<file path="config.mk">
export PLATFORM = sky130hd
export DESIGN_NAME = lcd_fb_write_arbiter
export DESIGN_NICKNAME = d
export VERILOG_FILES = /design/src/rtl/lcd_pkg.sv /design/src/rtl/lcd_pix_fifo.sv /design/src/rtl/lcd_fb_write_arbiter.sv
export SDC_FILE = /design/constraint.sdc
export NUM_CORES = 1
export LEC_CHECK = 0
export ABC_AREA = 1
export CAP_MARGIN = 20
export CORE_MARGIN = 4
export CORE_UTILIZATION = 51
export CTS_CLUSTER_DIAMETER = 200
export DETAILED_ROUTE_END_ITERATION = 8
export PLACE_DENSITY = 0.71
export SYNTH_ARGS = -nofsm -noshare
export SYNTH_HDL_FRONTEND = slang
export SYNTH_HIERARCHICAL = 1
export SYNTH_SLANG_ARGS = --single-unit
</file>
<file path="constraint.sdc">
create_clock -name clk -period 6.5 [get_ports clk]
set_input_delay 0.65 -clock clk [delete_from_list [all_inputs] [get_ports clk]]
set_output_delay 0.65 -clock clk [all_outputs]
set_load 0.02 [all_outputs]
</file>
<file path="src/rtl/lcd_pkg.sv">
// lcd_pkg: shared constants for the two-screen LCD framebuffer path.
//   MODE_*       : PPU mode encodings reported on modeN.
//   FRAME_PIX_GB : pixels in one 160x144 frame.
//   PIX_W        : width of a BGR555 pixel.
package lcd_pkg;

  localparam logic [1:0] MODE_HBLANK = 2'd0;
  localparam logic [1:0] MODE_VBLANK = 2'd1;
  localparam logic [1:0] MODE_OAM    = 2'd2;
  localparam logic [1:0] MODE_XFER   = 2'd3;

  localparam int FRAME_PIX_GB = 23040;
  localparam int PIX_W        = 15;

endpackage

</file>
<file path="src/rtl/lcd_pix_fifo.sv">
// lcd_pix_fifo: small show-ahead FIFO for one PPU pixel stream.
//   clk, reset : clock and asynchronous active-high reset.
//   flush      : empties the FIFO; a push in the same cycle is discarded.
//   push, din  : write request and pixel.
//   pop        : consume the head entry (ignored when empty).
//   dout       : head entry, valid whenever empty is low.
//   empty/full : occupancy flags.
// A push while full is accepted only if a pop frees a slot in the same cycle.
module lcd_pix_fifo
  import lcd_pkg::*;
#(
  parameter int DEPTH = 4,
  parameter int W     = PIX_W
) (
  input  logic         clk,
  input  logic         reset,
  input  logic         flush,
  input  logic         push,
  input  logic [W-1:0] din,
  input  logic         pop,
  output logic [W-1:0] dout,
  output logic         empty,
  output logic         full
);

  localparam int IW = $clog2(DEPTH);

  // One extra pointer bit distinguishes full from empty when indices match.
  logic [IW:0]  wr_ptr_reg, rd_ptr_reg;
  logic [W-1:0] mem [DEPTH];
  logic         wr_en, rd_en;

  assign empty = (wr_ptr_reg == rd_ptr_reg);
  assign full  = (wr_ptr_reg[IW] != rd_ptr_reg[IW]) &&
                 (wr_ptr_reg[IW-1:0] == rd_ptr_reg[IW-1:0]);

  assign rd_en = pop && !empty && !flush;
  assign wr_en = push && !flush && (!full || rd_en);

  assign dout = mem[rd_ptr_reg[IW-1:0]];

  always_ff @(posedge clk) begin
    if (wr_en) begin
      mem[wr_ptr_reg[IW-1:0]] <= din;
    end
  end

  always_ff @(posedge clk or posedge reset) begin
    if (reset) begin
      wr_ptr_reg <= '0;
      rd_ptr_reg <= '0;
    end else if (flush) begin
      wr_ptr_reg <= '0;
      rd_ptr_reg <= '0;
    end else begin
      if (wr_en) wr_ptr_reg <= wr_ptr_reg + 1'b1;
      if (rd_en) rd_ptr_reg <= rd_ptr_reg + 1'b1;
    end
  end

endmodule

</file>
<file path="src/rtl/lcd_fb_write_arbiter.sv">
// lcd_fb_write_arbiter: merges two PPU pixel streams into one framebuffer
// write port. Screen 0 owns words 0..FRAME_PIX-1, screen 1 owns words
// FRAME_PIX..2*FRAME_PIX-1.
//   clk, reset             : clock and asynchronous active-high reset.
//   ceN, dataN, modeN, onN : per-source pixel strobe, pixel, PPU mode, LCD on.
//   ovf_clr                : clears both sticky overflow flags.
//   fb_we, fb_addr, fb_data: registered framebuffer write port.
//   frame_done             : per-source pulse with the last write of a frame.
//   ovf                    : per-source sticky FIFO overflow.
module lcd_fb_write_arbiter
  import lcd_pkg::*;
#(
  parameter int FIFO_DEPTH = 4,
  parameter int FRAME_PIX  = FRAME_PIX_GB,
  parameter int AW         = 16
) (
  input  logic             clk,
  input  logic             reset,
  input  logic             ce0,
  input  logic [PIX_W-1:0] data0,
  input  logic [1:0]       mode0,
  input  logic             on0,
  input  logic             ce1,
  input  logic [PIX_W-1:0] data1,
  input  logic [1:0]       mode1,
  input  logic             on1,
  input  logic             ovf_clr,
  output logic             fb_we,
  output logic [AW-1:0]    fb_addr,
  output logic [PIX_W-1:0] fb_data,
  output logic [1:0]       frame_done,
  output logic [1:0]       ovf
);

  localparam int PTR_W = $clog2(FRAME_PIX + 1);

  logic [1:0]       ce, flush, empty, full, avail, pop, ovf_set;
  logic [PIX_W-1:0] din  [2];
  logic [PIX_W-1:0] dout [2];

  logic             grant_valid, grant_src;
  logic [PTR_W-1:0] sel_ptr;

  logic [1:0][PTR_W-1:0] ptr_reg, ptr_next;
  logic                  last_grant_reg, last_grant_next;
  logic                  fb_we_reg, fb_we_next;
  logic [AW-1:0]         fb_addr_reg, fb_addr_next;
  logic [PIX_W-1:0]      fb_data_reg, fb_data_next;
  logic [1:0]            frame_done_reg, frame_done_next;
  logic [1:0]            ovf_reg, ovf_next;

  assign ce       = {ce1, ce0};
  assign din[0]   = data0;
  assign din[1]   = data1;
  // A source is flushed whenever its LCD is off or it is in vblank.
  assign flush[0] = !on0 || (mode0 == MODE_VBLANK);
  assign flush[1] = !on1 || (mode1 == MODE_VBLANK);

  genvar gi;
  generate
    for (gi = 0; gi < 2; gi++) begin : g_src
      lcd_pix_fifo #(
        .DEPTH (FIFO_DEPTH),
        .W     (PIX_W)
      ) u_fifo (
        .clk   (clk),
        .reset (reset),
        .flush (flush[gi]),
        .push  (ce[gi]),
        .din   (din[gi]),
        .pop   (pop[gi]),
        .dout  (dout[gi]),
        .empty (empty[gi]),
        .full  (full[gi])
      );

      assign avail[gi]   = !empty[gi] && !flush[gi];
      assign pop[gi]     = grant_valid && (grant_src == gi[0]);
      // Dropped pixel: full, not draining this cycle, and not being flushed.
      assign ovf_set[gi] = ce[gi] && !flush[gi] && full[gi] && !pop[gi];
    end
  endgenerate

  // Round-robin: on a tie the source that did not win last time is granted.
  always_comb begin
    grant_valid = 1'b0;
    grant_src   = 1'b0;
    if (avail[0] && avail[1]) begin
      grant_valid = 1'b1;
      grant_src   = ~last_grant_reg;
    end else if (avail[0]) begin
      grant_valid = 1'b1;
      grant_src   = 1'b0;
    end else if (avail[1]) begin
      grant_valid = 1'b1;
      grant_src   = 1'b1;
    end
  end

  assign sel_ptr = ptr_reg[grant_src];

  always_comb begin
    fb_we_next      = 1'b0;
    frame_done_next = 2'b00;
    fb_addr_next    = fb_addr_reg;
    fb_data_next    = fb_data_reg;
    ptr_next        = ptr_reg;
    last_grant_next = last_grant_reg;
    // Set takes priority over clear.
    ovf_next        = (ovf_clr ? 2'b00 : ovf_reg) | ovf_set;

    if (flush[0]) ptr_next[0] = '0;
    if (flush[1]) ptr_next[1] = '0;

    if (grant_valid) begin
      last_grant_next = grant_src;
      // A saturated pointer means the frame is complete; the popped pixel
      // is discarded until the source is flushed at vblank.
      if (sel_ptr < PTR_W'(FRAME_PIX)) begin
        fb_we_next                 = 1'b1;
        fb_addr_next               = AW'(sel_ptr) + (grant_src ? AW'(FRAME_PIX) : '0);
        fb_data_next               = dout[grant_src];
        ptr_next[grant_src]        = sel_ptr + 1'b1;
        frame_done_next[grant_src] = (sel_ptr == PTR_W'(FRAME_PIX - 1));
      end
    end
  end

  always_ff @(posedge clk or posedge reset) begin
    if (reset) begin
      ptr_reg        <= '0;
      last_grant_reg <= 1'b1;
      fb_we_reg      <= 1'b0;
      fb_addr_reg    <= '0;
      fb_data_reg    <= '0;
      frame_done_reg <= 2'b00;
      ovf_reg        <= 2'b00;
    end else begin
      ptr_reg        <= ptr_next;
      last_grant_reg <= last_grant_next;
      fb_we_reg      <= fb_we_next;
      fb_addr_reg    <= fb_addr_next;
      fb_data_reg    <= fb_data_next;
      frame_done_reg <= frame_done_next;
      ovf_reg        <= ovf_next;
    end
  end

  assign fb_we      = fb_we_reg;
  assign fb_addr    = fb_addr_reg;
  assign fb_data    = fb_data_reg;
  assign frame_done = frame_done_reg;
  assign ovf        = ovf_reg;

endmodule

</file>
==> summary.txt <==
Routing
  – Pre-antenna DRT Iters: 5
  – Drt drc: 0
  – Vias: 6685
  – Drt total wl: 20100 um
  – Average routed wire per standard cell: 16.1 um
  – Final ANT Viol Nets: 0
  – Detailed Route Iter0 Violations: 502
  – Via density: 5.37

Die
  – Die H: 143 um
  – Num rows: 48
  – Initial Util: 0.527
  – Die area: 20300 um2
  – Io pins: 77
  – Die Span X: 143 um
  – Total core area: 17500 um2

Placement
  – Final Wtd Congestion: 0.917
  – Setup WS pre-CTS: 1.98 ns
  – PortBufs: 76
  – Placed Area: 10100 um2
  – HPWL Detailed: 13500 um

Worst setup path
  – Critical path, cell by cell: xnor2_4 -> nand3_2 -> inv_1 -> inv_1 -> nand4_4 -> nand2_4 -> nand2_1 -> nand2_2 -> inv_1 -> nand2_1 -> nand3_2 -> nor2_2 -> buf_4 -> nand2_1 -> o21ai_0
  – Worst path bufs/invs: 4
  – Slowest Stage Delay on Critical Path: 1.03 ns
  – Capturing point of the worst reg2reg path: ptr_reg[4]$_DFF_PP0_
  – Worst reg-to-reg path cell count: 15
  – WS Path Type: flop to flop
  – Worst Setup Start Kind: flop
  – Origin of the critical flop-to-flop path: g_src[0].u_fifo/rd_ptr_reg[0]$_DFFE_PP0P_
  – Crit-path leading delay family: simple AND/OR/NAND/NOR gates
  – CP Max Fanout: 47
  – Master of the slowest instance on the critical path: dfrtp_1
  – R2R setup slack: 1.97 ns
  – Crit path capture type: flop
  – Arrival time at the worst endpoint: 4.87 ns
  – Data required, critical path: 6.85 ns

Hold path
  – Worst Hold Path EP: fb_addr[10]$_DFFE_PP0P_
  – Worst hold path type: flop to flop
  – Hold path depth: 2
  – HP Start: fb_addr[10]$_DFFE_PP0P_

Synth
  – Synth Instances: 942
  – Area contributors post-synth: edfxtp_1 39%, dfrtp_1 21%, nand2_1 10%, o21ai_0 4.5%, nor2_1 4.3%
  – Post-Syn Nets: 995
  – Synth Cell Area: 9240 um2
  – Avg Inst Size Synth: 9.81 um2
  – Top cell type's share of synthesized area: 0.390
  – Yosys warns: 6
  – Top cell type by total area after synthesis: edfxtp_1
  – Yosys cell types: 36
  – Yosys reg bits: 199
  – Post-synthesis sequential area ratio: 0.604

Finish
  – N_diodes: 0
  – Layout cells sized above 1: 0.0873
  – P&R area growth vs syn: 15.5%
  – Max reg flops: 120
  – Fin area: 10700 um2
  – Final net count: 1060

Global routing
  – First-pass GRT wire length: 32600 um
  – Vias in the first global route: 6389
  – Total Routing Usage GR: 0.204
  – Grt total ovfl: 0
  – Pin count of the biggest net entering global routing: 48
  – Initial antenna violation count: 0

STA
  – Final Skew: 0.0115 ns
  – RSZ-0062 raised after global routing: false
  – Maximum clock rate: 0.221 GHz
  – Measured slew at the worst slew-check pin: 1.03 ns
  – Crit path time final: 4.53 ns
  – Final Worst Setup Slack: 1.97 ns
  – Final hold violation count: 0
  – Setup violators final: 0
  – Fin. max-slew vios: 0
  – Setup TNS: 0 ns
  – Relative slew margins: 0.311
  – Final period util: 0.697

Power and ir drop
  – Power per cell area: 288 nW/um2
  – Worst vdd ir: 0.000249 V
  – Leak: 4.46 nW

Clock tree
  – Total CTS buffers: 17
  – Clock root buffer master: clkbuf_16
  – Postcts setup bufs: 0
  – Max clock buf depth: 2
  – Post_cts resized: 0
  – Clk Latency, worst-skew pair: 0.43 ns
  – H-tree levels: 4
  – Clock sink count: 199
  – CTS Hold Buffers Added: 0
  – CTS tree: done
  – Worst-path clk slew: 0.07 ns

Outcome
  – Status: complete, no violations

Run
  – Max_cap viols: 0
==> cells in the mapped netlist (all sizes together) <==
library cell,instances
or2,1
clkbuf,12
dfstp,1
dfrtp,78
edfxtp,120
clkinv,2
nand2,261
buf,27
nor2,113
a21boi,1
xnor2,2
nand3,77
nand4,17
o21ai,86
ha,12
inv,82
o22ai,34
xor2,7
nand3b,8
nor3,1
==> cell usage in the layout (no fill, tap or decap), types with 2 or more instances in the layout <==
cell type	Yosys	routed
nor2_4	2	2
nand2_1	246	246
nor2_2	4	6
nand3_2	6	6
clkinv_1	2	3
inv_2	6	7
nand3_1	71	71
buf_4	8	9
inv_1	75	74
o21ai_0	83	83
clkbuf_16	0	17
inv_8	0	5
nand4_4	3	3
o22ai_1	33	33
clkinv_8	0	2
clkdlybuf4s50_1	0	76
inv_6	0	4
xnor2_4	2	2
ha_1	12	12
edfxtp_1	120	120
clkinv_4	0	2
nand3b_1	7	7
nand2_2	11	11
xor2_1	7	7
dfrtp_1	78	78
nand2_4	4	4
nand4_1	14	14
nor2_1	106	104
==> per-stage QoR <==
step            util  instances  power (mW)  hold WS [ns]
6_report       0.609       1245        3.07         0.483
5_1_grt        0.609       1245        3.21         0.507
4_1_cts        0.609       1245        3.09         0.490
3_5_place_dp   0.576       1213        2.07         0.470
3_3_place_gp   0.576       1213        2.06         0.465
2_1_floorplan      -        942        1.84         0.441
==> metal layers <==
layer / GRT usage / share of wire / wire [um]
met4: 0.0810 / 0.029 / 581
met1: 0.275 / 0.44 / 8860
met5: 0 / 0 / 0
met3: 0.0346 / 0.056 / 1130
met2: 0.331 / 0.47 / 9520
==> how the worst max path moves through the flow <==
| stage | startpoint | to | slack [ns] | depth (start not counted) |
|---|---|---|---|---|
| after detailed placement | g_src[0].u_fifo/rd_ptr_reg[0]$_DFFE_PP0P_ | ptr_reg[0]$_DFF_PP0_ | 1.98 | 14 |
| after floorplan | g_src[1].u_fifo/rd_ptr_reg[0]$_DFFE_PP0P_ | g_src[0].u_fifo/mem[0][0]$_DFFE_PP_ | 3.55 | 14 |
| final | g_src[0].u_fifo/rd_ptr_reg[0]$_DFFE_PP0P_ | ptr_reg[4]$_DFF_PP0_ | 1.97 | 15 |
| after CTS | g_src[0].u_fifo/rd_ptr_reg[0]$_DFFE_PP0P_ | ptr_reg[4]$_DFF_PP0_ | 1.96 | 15 |
| after global placement | g_src[0].u_fifo/rd_ptr_reg[0]$_DFFE_PP0P_ | ptr_reg[0]$_DFF_PP0_ | 2.13 | 14 |
| after global routing | g_src[0].u_fifo/rd_ptr_reg[0]$_DFFE_PP0P_ | ptr_reg[5]$_DFF_PP0_ | 1.43 | 14 |
==> worst reg2reg max path: cells and delay by family (launching register included) <==
family	cells	cell delay (ns)
XOR/XNOR	1	0.18
flip-flops	1	1.03
AO/OA/AOI/OAI	1	0.10
AND/OR/NAND/NOR	9	2.49
buffers and inverters	4	0.65
==> report_power, final <==
| group | internal (mW) | switching, mW |
|---|---|---|
| clock network | 0.514 | 0.511 |
| logic | 0.215 | 0.322 |
| registers | 1.44 | 0.0710 |
==> kinds of logic (layout without fill, tap and decap cells) <==
family	after synthesis	count (layout)	share of synthesized area
compound gates	121	121	0.0727
xor+xnor	9	9	0.0126
buf+inv	123	201	0.0622
simple gates	478	478	0.232
fa+ha+maj	12	12	0.0163
flops	199	199	0.604
==> layout make-up <==
class	instances	area, um2
fillers	1491	6860
flip-flops and latches	199	5580
multi-input cells	620	3090
repair buffers	85	828
clock buffers	17	425
inverters	84	318
well taps	225	282
clock inverters	15	150
Power figures use the tool's default switching activity.
